## config.mk

```make
export PLATFORM = sky130hd
export DESIGN_NAME = alu_issue_ctrl
export DESIGN_NICKNAME = d
export VERILOG_FILES = /design/src/rtl/alu_issue_ctrl.sv
export SDC_FILE = /design/constraint.sdc
export NUM_CORES = 1
export LEC_CHECK = 0
export CELL_PAD_IN_SITES_DETAIL_PLACEMENT = 1
export CELL_PAD_IN_SITES_GLOBAL_PLACEMENT = 2
export CORE_MARGIN = 8
export CORE_UTILIZATION = 36
export CTS_CLUSTER_DIAMETER = 50
export DETAILED_ROUTE_END_ITERATION = 10
export PLACE_DENSITY_LB_ADDON = 0.25
export SLEW_MARGIN = 30
export SYNTH_ARGS = -nofsm -noshare
export SYNTH_HDL_FRONTEND = slang
export SYNTH_SLANG_ARGS = --single-unit
export TNS_END_PERCENT = 100
```

## constraint.sdc

```tcl
create_clock -name clk -period 11.14 [get_ports clk]
set_input_delay 2.228 -clock clk [delete_from_list [all_inputs] [get_ports clk]]
set_output_delay 2.228 -clock clk [all_outputs]
set_load 0.1 [all_outputs]
```

## src/rtl/alu_issue_ctrl.sv

```systemverilog
// alu_issue_ctrl: issue/writeback sequencer that feeds the MiniMicro ALU from a local register file.
// Define ALU_ISSUE_IMM_EN to let req_imm_en select the zero-extended req_imm as operand 2.
module alu_issue_ctrl #(
    parameter int  NREGS  = 8,
    parameter int  DATA_W = 32,
    localparam int IDX_W  = $clog2(NREGS)
) (
    input  logic              clk,
    input  logic              rst,
    input  logic              req_valid,
    output logic              req_ready,
    input  logic [4:0]        req_op,
    input  logic [IDX_W-1:0]  req_rd,
    input  logic [IDX_W-1:0]  req_rn,
    input  logic [IDX_W-1:0]  req_rm,
    input  logic              req_imm_en,
    input  logic [7:0]        req_imm,
    output logic [4:0]        alu_instruction,
    output logic [DATA_W-1:0] alu_num1,
    output logic [DATA_W-1:0] alu_num2,
    input  logic [DATA_W-1:0] alu_result,
    input  logic [3:0]        alu_flags,
    output logic              done_valid,
    output logic [IDX_W-1:0]  done_rd,
    output logic [DATA_W-1:0] done_data,
    output logic              done_err,
    output logic [3:0]        apsr,
    input  logic              wr_en,
    input  logic [IDX_W-1:0]  wr_addr,
    input  logic [DATA_W-1:0] wr_data,
    input  logic [IDX_W-1:0]  dbg_addr,
    output logic [DATA_W-1:0] dbg_data
);

    // state   | meaning
    // IDLE    | ready for a request; operands are read on accept
    // ISSUE   | opcode and operands presented to the ALU
    // CAPTURE | ALU result valid; done pulse, writeback and apsr update
    localparam logic [1:0] S_IDLE    = 2'd0;
    localparam logic [1:0] S_ISSUE   = 2'd1;
    localparam logic [1:0] S_CAPTURE = 2'd2;
    localparam logic [4:0] OP_CMP    = 5'd18;

    logic [1:0]        r_state;
    logic [4:0]        r_op;
    logic [IDX_W-1:0]  r_rd;
    logic              r_illegal;
    logic [DATA_W-1:0] r_opa;
    logic [DATA_W-1:0] r_opb;
    logic [3:0]        r_apsr;
    logic [DATA_W-1:0] r_regs [NREGS];

    logic              w_issue;
    logic              w_capture;
    logic              w_req_illegal;
    logic              w_wb_en;
    logic [DATA_W-1:0] w_opb;

    assign w_issue       = (r_state == S_ISSUE);
    assign w_capture     = (r_state == S_CAPTURE);
    assign w_req_illegal = (req_op == 5'd0) || (req_op > OP_CMP);
    assign w_wb_en       = w_capture && !r_illegal && (r_op != OP_CMP);

`ifdef ALU_ISSUE_IMM_EN
    assign w_opb = req_imm_en ? {{(DATA_W-8){1'b0}}, req_imm} : r_regs[req_rm];
`else
    logic w_unused_imm;
    assign w_unused_imm = ^{req_imm_en, req_imm};
    assign w_opb        = r_regs[req_rm];
`endif

    always_ff @(posedge clk or posedge rst) begin
        if (rst) begin
            r_state   <= S_IDLE;
            r_op      <= '0;
            r_rd      <= '0;
            r_illegal <= 1'b0;
            r_opa     <= '0;
            r_opb     <= '0;
            r_apsr    <= '0;
        end else begin
            case (r_state)
                S_IDLE: begin
                    if (req_valid) begin
                        r_op      <= req_op;
                        r_rd      <= req_rd;
                        r_illegal <= w_req_illegal;
                        r_opa     <= r_regs[req_rn];
                        r_opb     <= w_opb;
                        r_state   <= S_ISSUE;
                    end
                end
                S_ISSUE: r_state <= S_CAPTURE;
                S_CAPTURE: begin
                    if (!r_illegal) r_apsr <= alu_flags;
                    r_state <= S_IDLE;
                end
                default: r_state <= S_IDLE;
            endcase
        end
    end

    // The ALU writeback is the later assignment, so it wins over a same-edge external write.
    always_ff @(posedge clk or posedge rst) begin
        if (rst) begin
            for (int i = 0; i < NREGS; i++) r_regs[i] <= '0;
        end else begin
            if (wr_en) r_regs[wr_addr] <= wr_data;
            if (w_wb_en) r_regs[r_rd] <= alu_result;
        end
    end

    // Instruction 0 outside ISSUE keeps the ALU flags (and carry) stable between ops.
    assign alu_instruction = (w_issue && !r_illegal) ? r_op : 5'd0;
    assign alu_num1        = w_issue ? r_opa : '0;
    assign alu_num2        = w_issue ? r_opb : '0;

    assign req_ready  = (r_state == S_IDLE);
    assign done_valid = w_capture;
    assign done_rd    = w_capture ? r_rd : '0;
    assign done_data  = w_capture ? alu_result : '0;
    assign done_err   = w_capture && r_illegal;
    assign apsr       = r_apsr;
    assign dbg_data   = r_regs[dbg_addr];

endmodule

```

==> results.md <==
- Outcome: completed
- Fin crit share: around 70%
- CTS tree: built
- Synthesized net count: roughly 1900
- Final Setup Violations: 0
- Gpl congestion: ~0.76
- Post_cts resized: 0
- Synth-to-Final Area Change: 22.2%
- First-pass GRT wire length: 120 mm
- Clock transition at path regs: approximately 0.05 ns
- DRT antenna net count: 0
- Leakage: roughly 11 nW
- Crit path DAT: 5.56 ns
- Max-slew headroom: between 30% and 40%
- Cell variety after synth: 33
- Clock skew: around 0.013 ns
- Dpl hpwl: 45.1 mm
- Cts bufs inserted: 48
- Vias in the first global route: around 18000
- Register area: about 8400 µm²
- Ys Warns: 0
- Slowest cell on crit path: clkdlybuf4s50_1
- Flops & latches, synth: between 300 and 400
- DR vias: 16237
- Die X-Extent: roughly 260 µm
- H-Tree Depth: 2
- Initial DRC count: between 800 and 900
- Initial Util: 36.2%
- Max Cap Viol: 0
- Placed Area: roughly 25000 µm²
- PwrDens: 246 nW/µm²
- Detailed-route wire length: 79.9 mm
- Hold_buf cts: 0
- Core Area: 61400 µm²
- Setup crit end kind: primary output
- Average size of a mapped cell: about 13 µm²
- First-pass DRT Iterations: 6
- Total track usage: about 22%
- Multi-input logic area: 13300 µm²
- Fin nets: roughly 2000
- RSZ-0062 raised after global routing: false
- Worst setup path class: in -> out
- Final hold viol count: 0
- CP required: just under 9 ns
- Pins Over Slew Limit: 0
- Worst path most repeated cell: buf_4
- Synth Instances: around 1800
- Share of cells above drive strength 1: ~39%
- Clock root buffer master: clkbuf_16
- Die area: 69800 µm²
- Register area share after synthesis: around 38%
- Fmax: 0.128 GHz
- Worst-margin pin slew: 1.00 ns
- Design Area, Final: around 27000 µm²
- Boundary Pins: between 200 and 250
- Worst-Skew Late Latency: 0.58 ns
- Min cycle time layout: roughly 7.8 ns
- Peak supply drop: ~0.15 mV
- Vias per cell: between 5 and 6
- FP Rows: ~90
- Critical-path maximum fanout: 34
- CP Cell Sequence: buf_4 -> buf_4 -> mux4_2 -> mux2_2 -> clkdlybuf4s50_1
- Clock buffer depth: 3
- Post-CTS setup buffers: 0
- Total negative slack: 0 ns
- Pwr Total: ~6.7 mW
- Largest net degree at the start of global routing: between 150 and 200
- Initial antenna violation count: 4
- Die H: around 260 µm
- Congestion Overflow GR: 0
- DRC viols: 0
- Mapped Area: ~22000 µm²
- CP bufs+invs: 3
- CP startpoint kind: input port
- CP max stage delay: just under 1 ns
- Worst reg2reg setup slack: between 8 and 9 ns
- Port Buffer Count: approximately 230
- Worst min-delay path class: reg -> reg
- Num Clock Sinks: between 300 and 400
- Wire per inst: 28.9 µm
- Cell family with most CP delay: buffers and inverters
- Filler cell count: between 6000 and 7000
==> report_power, final <==
part           leakage [nW]  internal [mW]  switching (mW)  total [mW]
combinational          6.10           1.30            1.55        2.84
sequential             3.94           1.70           0.460        2.16
clock                 0.849           1.06           0.592        1.66
total                  10.9           4.06            2.60        6.66
==> tightest hold or removal path, stage by stage, from the launching register on <==
cell and delay [ns]:
dfrtp_1 0.33, nand2_1 0.05, o31ai_1 0.05
==> kinds of logic after synthesis <==
| kind of cell | share of synthesized area [%] |
|---|---|
| mux | 47.0 |
| flops | 37.8 |
| compound gates | 7.04 |
| simple gates | 5.03 |
| buf+inv | 3.17 |
==> registers in the layout, indices dropped and copies added (netlist names) <==
name and count:
r_op 5, r_opa 32, r_regs 256, r_illegal 1, r_rd 3, apsr 4
r_opb 32, r_state 2
==> path summary, 6_finish.rpt <==
kind	startpoint	to	depth (start not counted)
worst max-delay path	dbg_addr[0]	dbg_data[19]	5
worst min-delay path	r_opb[4]$_DFFE_PP0P_	r_opb[4]$_DFFE_PP0P_	2
worst max register to register	r_op[2]$_DFFE_PP0P_	r_regs[147]$_DFF_PP0_	4
worst min register to register	r_opb[4]$_DFFE_PP0P_	r_opb[4]$_DFFE_PP0P_	2
max in group asynchronous	rst	r_regs[91]$_DFF_PP0_	5
min in group asynchronous	rst	r_op[1]$_DFFE_PP0P_	3
==> cell type report <==
cell class | count | share of cell area (%)
Antenna cell | 1 | 0.00923
Clock buffer | 65 | 5.19
Clock inverter | 19 | 1.15
Inverter | 3 | 0.0554
Multi-Input combinational cell | 1279 | 49.1
Sequential cell | 335 | 30.9
Tap cell | 790 | 3.64
Timing Repair Buffer | 274 | 9.97
==> per-stage QoR <==
stage | util [%] | hold WS (ns) | setup WS [ns] | std cells
6_report | 44.2 | 0.468 | 3.35 | 2766
3_5_place_dp | 41.3 | 0.463 | 3.28 | 2678
2_1_floorplan | - | 0.440 | 4.44 | 1774
5_1_grt | 44.2 | 0.503 | 3.16 | 2765
4_1_cts | 44.1 | 0.475 | 3.28 | 2762
3_3_place_gp | 41.2 | 0.458 | 3.27 | 2677
==> Yosys cell counts, drive strengths merged <==
cell / instances / area share, %
or3b: 1 / 0.039
and3: 1 / 0.028
o22ai: 64 / 1.8
nor3: 1 / 0.023
nor4b: 1 / 0.068
nand4b: 3 / 0.12
nor2b: 7 / 0.20
nor4bb: 3 / 0.14
o2111ai: 7 / 0.42
mux2i: 128 / 5.8
nand4bb: 1 / 0.051
o211ai: 1 / 0.034
mux2: 684 / 35
nand2b: 2 / 0.056
inv: 3 / 0.051
a211o: 1 / 0.039
o31ai: 64 / 2.2
dfrtp: 335 / 38
mux4: 64 / 6.5
and2: 106 / 3.0
nor3b: 1 / 0.085
clkbuf: 72 / 1.2
o21ai: 1 / 0.023
nand2: 67 / 1.1
nor2: 5 / 0.085
a22o: 64 / 2.5
nand4: 1 / 0.028
buf: 85 / 1.9
a22oi: 1 / 0.034
==> layout by cell type (no fill, tap or decap), drive strengths merged, types with 45 or more instances in the layout <==
cell	n
a22o	64
mux2	684
clkbuf	66
mux4	64
mux2i	128
o31ai	64
clkdlybuf4s50	228
buf	45
dfrtp	335
nand2	67
o22ai	64
and2	106
==> per-layer routing <==
| metal | GRT usage, % | routed length, µm |
|---|---|---|
| met5 | 0 | 29 |
| met4 | 6.87 | 2300 |
| met3 | 3.87 | 3510 |
| met2 | 38.0 | 39000 |
| met1 | 29.1 | 35000 |
Power figures use the tool's default switching activity.
